### src/rtl/parking_pkg.sv
// Shared definitions for the parking lot controllers: state/display codes and default capacity.
// Display codes match the entry controller's, so the operator panel decodes both the same way.
package parking_pkg;

    typedef enum logic [2:0] {
        IDLE        = 3'b000,
        WAIT_TICKET = 3'b001,
        EXIT_OPEN   = 3'b010,
        REJECT      = 3'b011,
        TIMEOUT     = 3'b100
    } exit_state_e;

    localparam int unsigned DEFAULT_CAPACITY = 8;

endpackage

### src/rtl/parking_occupancy_counter.sv
// Lot occupancy counter: +1 on inc unless full, -1 on dec unless empty,
// and no change when both arrive on the same edge.
module parking_occupancy_counter #(
    parameter int unsigned CAPACITY = 8,
    parameter int unsigned OCC_W    = 4
) (
    input  logic             clock,
    input  logic             reset,
    input  logic             inc,
    input  logic             dec,
    output logic [OCC_W-1:0] count,
    output logic             full,
    output logic             empty
);

    logic [OCC_W-1:0] count_q, count_d;

    assign full  = (count_q == OCC_W'(CAPACITY));
    assign empty = (count_q == '0);
    assign count = count_q;

    always_comb begin
        count_d = count_q;
        if (inc && !dec && !full) begin
            count_d = count_q + OCC_W'(1);
        end else if (dec && !inc && !empty) begin
            count_d = count_q - OCC_W'(1);
        end
    end

    always_ff @(posedge clock or posedge reset) begin
        if (reset) begin
            count_q <= '0;
        end else begin
            count_q <= count_d;
        end
    end

endmodule

### src/rtl/parking_exit_controller.sv
// Exit-side parking controller: ticket handshake FSM with timeout, barrier/LED drive,
// and ownership of the lot occupancy count.
module parking_exit_controller
    import parking_pkg::*;
#(
    parameter int unsigned CAPACITY       = DEFAULT_CAPACITY,
    parameter int unsigned OCC_W          = 4,
    parameter int unsigned TIMEOUT_CYCLES = 16,
    parameter int unsigned TIMER_W        = 5
) (
    input  logic             clock,
    input  logic             reset,
    input  logic             inner_sensor,
    input  logic             outer_sensor,
    input  logic             ticket_valid,
    input  logic             ticket_ok,
    input  logic             entry_event,
    output logic             ticket_ready,
    output logic             barrier_open,
    output logic             green_LED,
    output logic             red_LED,
    output logic [2:0]       display_screen,
    output logic [OCC_W-1:0] occupancy,
    output logic             lot_full,
    output logic             lot_empty
);

    exit_state_e        state_q, state_d;
    logic [TIMER_W-1:0] timer_q, timer_d;
    logic               timer_max;
    logic               exit_done;

    assign timer_max = (timer_q == TIMER_W'(TIMEOUT_CYCLES - 1));

    always_comb begin
        state_d   = state_q;
        exit_done = 1'b0;
        case (state_q)
            IDLE: begin
                if (inner_sensor && !lot_empty) state_d = WAIT_TICKET;
            end
            WAIT_TICKET: begin
                if (ticket_valid && ticket_ok)       state_d = EXIT_OPEN;
                else if (ticket_valid && !ticket_ok) state_d = REJECT;
                else if (!inner_sensor)              state_d = IDLE;
                else if (timer_max)                  state_d = TIMEOUT;
            end
            REJECT: begin
                if (ticket_valid && ticket_ok) state_d = EXIT_OPEN;
                else if (!inner_sensor)        state_d = IDLE;
            end
            EXIT_OPEN: begin
                if (outer_sensor && !inner_sensor) begin
                    state_d   = IDLE;
                    exit_done = 1'b1;
                end else if (timer_max) begin
                    state_d = TIMEOUT;
                end
            end
            TIMEOUT: begin
                if (!inner_sensor && !outer_sensor) state_d = IDLE;
            end
            default: state_d = IDLE;
        endcase
    end

    // Timer restarts on any state change and only runs while a car is being served.
    always_comb begin
        timer_d = timer_q;
        if (state_d != state_q) begin
            timer_d = '0;
        end else if ((state_q == WAIT_TICKET || state_q == EXIT_OPEN) && !timer_max) begin
            timer_d = timer_q + TIMER_W'(1);
        end
    end

    always_ff @(posedge clock or posedge reset) begin
        if (reset) begin
            state_q <= IDLE;
            timer_q <= '0;
        end else begin
            state_q <= state_d;
            timer_q <= timer_d;
        end
    end

    always_comb begin
        ticket_ready   = 1'b0;
        barrier_open   = 1'b0;
        green_LED      = 1'b0;
        red_LED        = 1'b0;
        display_screen = IDLE;
        case (state_q)
            WAIT_TICKET: begin
                ticket_ready   = 1'b1;
                display_screen = WAIT_TICKET;
            end
            REJECT: begin
                ticket_ready   = 1'b1;
                red_LED        = 1'b1;
                display_screen = REJECT;
            end
            EXIT_OPEN: begin
                barrier_open   = 1'b1;
                green_LED      = 1'b1;
                display_screen = EXIT_OPEN;
            end
            TIMEOUT: begin
                red_LED        = 1'b1;
                display_screen = TIMEOUT;
            end
            default: ;
        endcase
    end

    parking_occupancy_counter #(
        .CAPACITY (CAPACITY),
        .OCC_W    (OCC_W)
    ) u_occupancy (
        .clock (clock),
        .reset (reset),
        .inc   (entry_event),
        .dec   (exit_done),
        .count (occupancy),
        .full  (lot_full),
        .empty (lot_empty)
    );

endmodule
### config.mk
export PLATFORM = sky130hd
export DESIGN_NAME = parking_exit_controller
export DESIGN_NICKNAME = d
export VERILOG_FILES = /design/src/rtl/parking_pkg.sv /design/src/rtl/parking_occupancy_counter.sv /design/src/rtl/parking_exit_controller.sv
export SDC_FILE = /design/constraint.sdc
export NUM_CORES = 1
export LEC_CHECK = 0
export BUFFER_PORTS_ARGS = -buffer_cell sky130_fd_sc_hd__buf_2
export CAP_MARGIN = 20
export CORE_MARGIN = 1
export CORE_UTILIZATION = 44
export CTS_BUF_LIST = sky130_fd_sc_hd__clkbuf_4 sky130_fd_sc_hd__clkbuf_8
export CTS_CLUSTER_DIAMETER = 60
export DETAILED_ROUTE_END_ITERATION = 10
export HOLD_SLACK_MARGIN = 0.03
export PLACE_DENSITY = 0.74
export SLEW_MARGIN = 10
export SYNTH_ARGS = -nofsm -noshare
export SYNTH_HDL_FRONTEND = slang
export SYNTH_SLANG_ARGS = --single-unit
export TNS_END_PERCENT = 30
### constraint.sdc
create_clock -name clock -period 4.9 [get_ports clock]
set_input_delay 0.49 -clock clock [delete_from_list [all_inputs] [get_ports clock]]
set_output_delay 0.49 -clock clock [all_outputs]
set_load 0.03 [all_outputs]
-- Yosys cells after proc, flatten, opt, wreduce, memory -nomap -nowiden
Cells that the tools add are included.
- bits in registers: 12
- word-level logic and storage cells: 58
- bits in writable memories: 0
- output and inout port bits: 13
- bits in latches: 0
- memory bits (read-only): 0
- bits of input ports: 7
- memories kept: 0
- reduce and logical (&&, ||, !) cells: 25
- bitwise gates (word level): 0
- $add $sub $neg: 3
- shifts and indexed selects: 0
- divide/modulo/power cells: 0
- mux-type cells: 20
- equal/unequal tests: 7
- order comparisons: 0
- multiply operators: 0
- operator list (kind ; count):
    3-bit two-way mux ; 9
    3-bit one-hot mux with 5 select lines ; 1
    3-bit one-hot mux with 4 select lines ; 1
    1-bit logical AND ; 10
    5-bit two-way mux ; 2
    1-bit logical NOT ; 8
    4-bit two-way mux ; 2
    3-bit by 2-bit equality test with 1-bit output (second input constant) ; 2
    5-bit by 1-bit adder with 5-bit output (second input constant) ; 1
    5-bit by 4-bit equality test with 1-bit output (second input constant) ; 1
    1-bit two-way mux ; 5
    4-bit by 1-bit adder with 4-bit output (second input constant) ; 1
    4-bit equality test (second input constant) ; 1
    4-bit logical NOT ; 1
    2-bit nonzero test ; 2
    2-bit OR reduction ; 2
    4-bit by 1-bit subtractor with 4-bit output (second input constant) ; 1
    3-bit by 1-bit equality test with 1-bit output (second input constant) ; 1
    3-bit equality test (second input constant) ; 1
    3-bit logical NOT ; 1
    3-bit != test ; 1
    1-bit logical OR ; 1

-- Depth between registers and ports, before layout
Gate-level depths: netlist of the first run.
- word-level depth: 8
- gate-level depth with buffers: 8
- depth with buffers taken out: 8

-- By module
Synthesis of the first run repeated with hierarchy kept, for this count alone.
- cell total of the unflattened synthesis: 100
- area, all modules: 960.9 µm²
- modules (own cells, without submodules) (module ; area each (µm²) ; cells each ; instances):
    parking_exit_controller ; 655.6 ; 74 ; 1
    parking_occupancy_counter ; 305.3 ; 26 ; 1

-- Least setup slack after synthesis of the first run
Ideal clock, no wire load.
- path kind: flip-flop to flip-flop
- start: register state_q[1]
- end: register u_occupancy.count_q[3], in the netlist u_occupancy.count[3]
- period minus slack after synthesis: 2168 ps
- required time: 4762 ps
- cell stages (with the launch flop): 8
- path buffers: 0
- arrival: 2029 ps
- slack: 2732 ps
- path through: dfrtp_1 nor3b_4 nand2_2 nand3_1 ha_1 a21o_1 a21oi_1 mux4_2
- word-level cells in the longest chain between the ends: 6
- ends and longest elaborated chain (element ; RTL line ; RTL):
    start, declared ; parking_exit_controller.sv:28 ; exit_state_e state_q, state_d;
    start signal, assigned ; parking_exit_controller.sv:82 ; state_q <= state_d;
    3-bit by 2-bit equality test with 1-bit output * ; parking_exit_controller.sv:38 ; case (state_q)
    1-bit two-way mux * ; parking_exit_controller.sv:38 ;
    1-bit logical NOT ; parking_occupancy_counter.sv:24 ; if (inc && !dec && !full) begin
    1-bit logical AND (2 in a row) ; parking_occupancy_counter.sv:24 ;
    4-bit two-way mux / 2-bit nonzero test (equally long branches) ; -- ;
    end signal, assigned ; parking_occupancy_counter.sv:35 ; count_q <= count_d;
    end, declared ; parking_occupancy_counter.sv:16 ; logic [OCC_W-1:0] count_q, count_d;
Mark *: on every way between the ends. The rest lies on a longest branch, timed or not.
A chain may end at the register's enable or synchronous reset.

-- Final worst setup path of the first run
Ends and elaborated chain as after synthesis.

==> results of run 1 <==
==> where the power goes <==
group          switching, uW  internal (uW)  total (uW)
clock                   32.5           45.1        77.6
sequential              67.5            133         200
combinational            223            152         375
==> cell type report <==
class                   instances  area (um^2)
inverters                       4         15.0
flip-flops and latches         12          300
well taps                      27         33.8
repair buffers                 19         95.1
multi-input cells              82          578
fillers                       197          903
clock buffers                   4         36.3
==> metrics by stage <==
| step | std cells | hold WS [ps] | util (%) | worst slack (ps) |
|---|---|---|---|---|
| floorplan | 104 | 355 | - | 2730 |
| global placement | 144 | 514 | 52.1 | 2650 |
| detailed placement | 144 | 513 | 52.1 | 2570 |
| CTS | 148 | 222 | 54.0 | 2570 |
| global route | 148 | 266 | 54.0 | 2380 |
| finish | 148 | 213 | 54.0 | 2590 |
==> final timing paths <==
path,from,end,slack [ps],depth (start not counted)
hold / removal,reset,timer_q[2],210,2
setup / recovery,state_q[1],u_occupancy.count[3],2590,7
hold reg to reg,timer_q[3],timer_q[3],550,2
max in group asynchronous,reset,u_occupancy.count[3],4370,2
min in group clock,timer_q[3],timer_q[3],550,2
setup reg to reg,state_q[1],u_occupancy.count[3],2590,7
==> synthesized netlist by cell type (all sizes together), types with 2 or more instances <==
cell / count / area (um^2)
a21oi: 5 / 25.0
nand3: 2 / 10.0
nor3b: 4 / 41.3
nand4: 2 / 12.5
dfrtp: 12 / 300
nor2b: 3 / 18.8
nor3: 5 / 30.0
a21o: 2 / 15.0
o21ai: 5 / 25.0
buf: 4 / 25.0
inv: 4 / 15.0
nand2: 8 / 32.5
xor2: 3 / 26.3
clkbuf: 2 / 7.51
nor2: 8 / 30.0
ha: 4 / 50.1
nand2b: 3 / 18.8
xnor2: 3 / 26.3
or3: 3 / 18.8
mux2i: 2 / 20.0
==> layer usage <==
layer	routed length, um	vias up	track usage [%]
li1	-	406	-
met1	870	377	23.6
met2	931	7	31.4
met3	36	0	3.40
met4	0	0	1.67
met5	0	-	0
==> logic make-up (layout without fill, tap and decap cells) <==
| group | after synthesis | after routing | synth area share, % |
|---|---|---|---|
| buf+inv | 10 | 27 | 5.13 |
| compound gates | 22 | 22 | 15.5 |
| mux | 3 | 3 | 4.59 |
| simple gates | 46 | 46 | 29.1 |
| flops | 12 | 12 | 32.4 |
| fa+ha+maj | 5 | 5 | 7.57 |
| xor+xnor | 6 | 6 | 5.68 |
==> worst reg2reg max path, stage by stage (launching register included) <==
cell	delay, ps
dfrtp_1	610
nor3b_4	310
nand2_2	160
nand3_1	230
ha_1	270
a21o_1	170
a21oi_1	140
mux4_2	300
==> cell usage in the layout, fill, tap and decap left out, types with 3 or more instances in the layout <==
| cell | count |
|---|---|
| clkbuf_4 | 3 |
| ha_1 | 4 |
| nor3b_1 | 3 |
| or3_1 | 3 |
| buf_2 | 19 |
| nor3_1 | 4 |
| dfrtp_1 | 12 |
| xnor2_1 | 3 |
| xor2_1 | 3 |
| inv_1 | 4 |
| nand2b_1 | 3 |
| nor2_1 | 8 |
| nand2_1 | 7 |
| a21oi_1 | 5 |
| nor2b_1 | 3 |
| o21ai_0 | 4 |
==> flip-flops by register name, indices dropped and copies added, names as in the netlist <==
name               cells
timer_q                5
u_occupancy.count      4
state_q                3
==> flow_summary.json, run 1 <==
{
  "outcome": "complete, no violations",
  "grt_start_max_net_pins": 17,
  "grt_pass1_vias": 706,
  "cts.clk_slew.worst_paths_ps": 80,
  "maxCapViolCount": 0,
  "synthCells": 104,
  "final_layout_size_suffix_gt1_share_pct": 22.3,
  "maxSlewViolCount": 0,
  "h-tree-depth": 1,
  "cp_top_family": "simple AND/OR/NAND/NOR gates",
  "insertion_delay_ps": 270,
  "setup_tns_ps": 0,
  "ir_drop_uv": 293,
  "tightest_slew_ps": 455,
  "critPathRequiredTime_ps": 5040,
  "die_w_um": 47.9,
  "finalClockSkew_ps": 4.50,
  "fin_crit_sh_pct": 47.2,
  "wl_per_cell_um": 12.4,
  "slew_headroom_pct": 69.6,
  "dp_hpwl_um": 1420,
  "synth.distinct_cells": 45,
  "ys_seq_area_share_pct": 32.4,
  "synth-seq-cells": 12,
  "worst-setup-path-type": "reg2reg",
  "setup.worst_path.start_class": "flop",
  "syn_area_um2": 926,
  "die_area_mm2": 0.00229,
  "grt_use_total_pct": 17.9,
  "grt_pass1_wl_um": 2940,
  "drt-initial-drc-count": 16,
  "syn-num-nets": 116,
  "start_util_pct": 47.2,
  "die_h_um": 47.9,
  "finish.instance_area_mm2": 0.00106,
  "ant_nets": 0,
  "synth_edf_count": 0,
  "cts_root_buffer": "clkbuf_4",
  "synth_area_per_cell_um2": 8.90,
  "hold_viol_final": 0,
  "yosys_warnings": 0,
  "routed-via-count": 790,
  "critPathBufInv": 0,
  "cp_slowest_cell": "dfrtp_1",
  "via_per_inst": 5.34,
  "crit_chain": "nor3b_4 > nand2_2 > nand3_1 > ha_1 > a21o_1 > a21oi_1 > mux4_2",
  "postCtsHoldBufs": 0,
  "cp.arrival_ps": 2450,
  "portBuffers": 19,
  "critical_path.max_stage_delay_ps": 610,
  "setup_viol": 0,
  "rows": 16,
  "post-route-drc-count": 0,
  "cp-end-kind": "flop",
  "cts_resized": 0,
  "syn_to_final_growth_pct": 14.3,
  "postCtsSetupRepairBufs": 0,
  "cts_tree": "done",
  "first_pass_iters": 4,
  "clockBufferDepth": 2,
  "p_per_area_mw_per_mm2": 617,
  "crit_fanout": 16,
  "async_flop_share_pct": 100,
  "nNetsFinal": 134,
  "grt-ovfl-total": 0,
  "numCtsBuffers": 3,
  "num_antenna_cells": 0,
  "max_freq_mhz": 432,
  "ys.flop_type": "dfrtp_1",
  "cts.sinks": 12,
  "hold_path_class": "in2async",
  "power_uw": 653,
  "rsz0062_at_grt": "false",
  "p_leak_uw": 0.000503,
  "dpl_cell_area_mm2": 0.00102,
  "io_pins": 20,
  "antenna_found_initial": 0,
  "period_needed_ps": 2310,
  "core_area_mm2": 0.00196,
  "wl_um": 1840,
  "routabilityCongestion": 0.816
}
Power figures use the tool's default switching activity.
==> inputs of run 2 (changes only) <==
ABC_AREA = 1   (was not set)
PLACE_DENSITY = 0.76   (was 0.74)
clock period = 2 ns   (was 4.9 ns; I/O delays follow)
==> run 2 against run 1 <==
Effect of this change: largest power group unchanged; sequential cell count is the same; largest cell class unchanged; register-to-register slack worse by 2400 ps; combinational power increased to 2.9 times the previous value.
==> flow_summary.json, run 2 <==
{
  "tightest_slew_ps": 508,
  "maxSlewViolCount": 0,
  "syn_area_um2": 917,
  "yosys-top-cells-area": "dfrtp_1, nand2_1, inv_1",
  "cts.clk_slew.worst_paths_ps": 70,
  "cts.sinks": 12,
  "final_cell_mix": "nand2_1, inv_1, buf_2",
  "grt_pass1_vias": 788,
  "cts_root_buffer": "clkbuf_4",
  "syn_to_final_growth_pct": 24.0,
  "rsz0062_at_grt": "false",
  "power_uw": 1620,
  "rows": 16,
  "yosys_warnings": 0,
  "crit_fanout": 5,
  "setup_tns_ps": 0,
  "ir_drop_uv": 714,
  "dp_slack_ps": 26.9,
  "synthCells": 126,
  "period_needed_ps": 1850,
  "largest_register": "timer_q",
  "grt_use_total_pct": 21.0,
  "largest_reg_flops": 5,
  "nNetsFinal": 164,
  "synth_common_cells": "nand2_1, inv_1, nor2_1",
  "hold_path_class": "in2reg",
  "finalClockSkew_ps": 4.90,
  "grt_pass1_wl_um": 3270,
  "via_per_inst": 5.01,
  "synth_most_common_cell": "nand2_1",
  "worst-setup-path-type": "reg2reg",
  "p_per_area_mw_per_mm2": 1420,
  "grt-ovfl-total": 0,
  "async_flop_share_pct": 100,
  "portBuffers": 19,
  "routed-via-count": 887,
  "num_antenna_cells": 0,
  "worst_slack_ps": 151,
  "post-route-drc-count": 0,
  "p_leak_uw": 0.000631,
  "wl_um": 2040,
  "setup.worst_path.start_class": "flop",
  "first_pass_iters": 4,
  "cp-end-kind": "flop",
  "io_pins": 20,
  "setup_viol": 0,
  "core_area_mm2": 0.00196,
  "synth-seq-cells": 12,
  "slew_headroom_pct": 66.1,
  "dp_hpwl_um": 1550,
  "fillCellCount": 202,
  "start_util_pct": 46.7,
  "ys_seq_area_share_pct": 32.7,
  "hold_slack_ps": 195,
  "fin_crit_sh_pct": 92.4,
  "finish.instance_area_mm2": 0.00114,
  "insertion_delay_ps": 280,
  "grt_start_max_net_pins": 13,
  "yosysTopAreaCell": "dfrtp_1",
  "die_h_um": 47.7,
  "hold_viol_final": 0,
  "dpl_cell_area_mm2": 0.00106,
  "wl_per_cell_um": 11.5,
  "critPathRequiredTime_ps": 2170,
  "ys.flop_type": "dfrtp_1",
  "syn-num-nets": 138,
  "die_w_um": 47.7,
  "die_area_mm2": 0.00227,
  "synth.distinct_cells": 26,
  "cp.arrival_ps": 2020,
  "outcome": "complete, no violations",
  "max_freq_mhz": 541,
  "synth_edf_count": 0,
  "routabilityCongestion": 0.896,
  "antenna_found_initial": 0,
  "synth_top_area_share_pct": 32.7,
  "cts_tree": "done",
  "h-tree-depth": 1,
  "synth_area_per_cell_um2": 7.28,
  "layout_commonest_cell": "nand2_1",
  "numCtsBuffers": 3,
  "clockBufferDepth": 2,
  "drt-initial-drc-count": 15,
  "maxCapViolCount": 0,
  "ant_nets": 0,
  "final_layout_size_suffix_gt1_share_pct": 32.0
}
-- run 2: final cells by class --
class	count	area (um^2)	share of cell area, %
clock buffer	3	22.5	1.98
inverter	21	81.3	7.15
tap	27	33.8	2.97
multi-input combinational	89	556	48.8
timing repair buffer	25	143	12.5
sequential	12	302	26.5
-- run 2: what timing repair did --
item | CTS | global route
hold buffers | 1 | 0
resized for setup | 1 | 9
setup endpoints to repair | 1 | 6
pin swaps | 0 | 2
setup buffers | 0 | 1
endpoints found under the hold margin | 12 | 0
-- run 2: per-stage QoR --
stage	instances	utilization, %
2_1_floorplan	126	-
5_1_grt	177	58.0
6_report	177	58.0
3_3_place_gp	172	53.8
3_5_place_dp	172	53.8
4_1_cts	176	55.9
-- run 2: logic make-up after synthesis --
logic type	Yosys count	share of synthesized area (%)
and+or+nand+nor	68	35.7
AOI/OAI and AO/OA	11	7.78
adders and majority gates	5	7.64
xor gates and xnor gates	5	4.77
buffers and inverters	25	11.3
DFF	12	32.7
-- run 2: worst paths after layout --
kind / from / end / slack [ps] / cells after the start
min: outer_sensor / state_q[2] / 190 / 3
max in group asynchronous: reset / state_q[2] / 1140 / 3
max: state_q[2] / u_occupancy.count[3] / 150 / 11
max reg2reg: state_q[2] / u_occupancy.count[3] / 150 / 11
min reg2reg: timer_q[2] / timer_q[2] / 580 / 3
min in group asynchronous: reset / u_occupancy.count[1] / 490 / 3
-- run 2: critical path: stages (launching register included) --
cell and delay, ps:
dfrtp_2 450, inv_4 90, nand2_2 80, nor2_4 160, nand2_4 90, nand3_4 120, ha_4 230, a21oi_2 110
nand2_1 70, nand3b_1 180, nand3_1 90, nand2_1 50
-- run 2: report_power, final --
part           switching [uW]  total (uW)  internal, uW  leakage (uW)
registers                72.7         390           318      0.000155
logic                     696        1080           384      0.000462
clock network            80.4         150          69.8     0.0000138
-- run 2: layer usage --
metal,routed length [um],global-route usage (%),vias up
met5,0,0,-
met2,1020,34.2,25
met4,17,7.78,0
met1,875,25.5,414
met3,124,7.55,4
li1,-,-,444
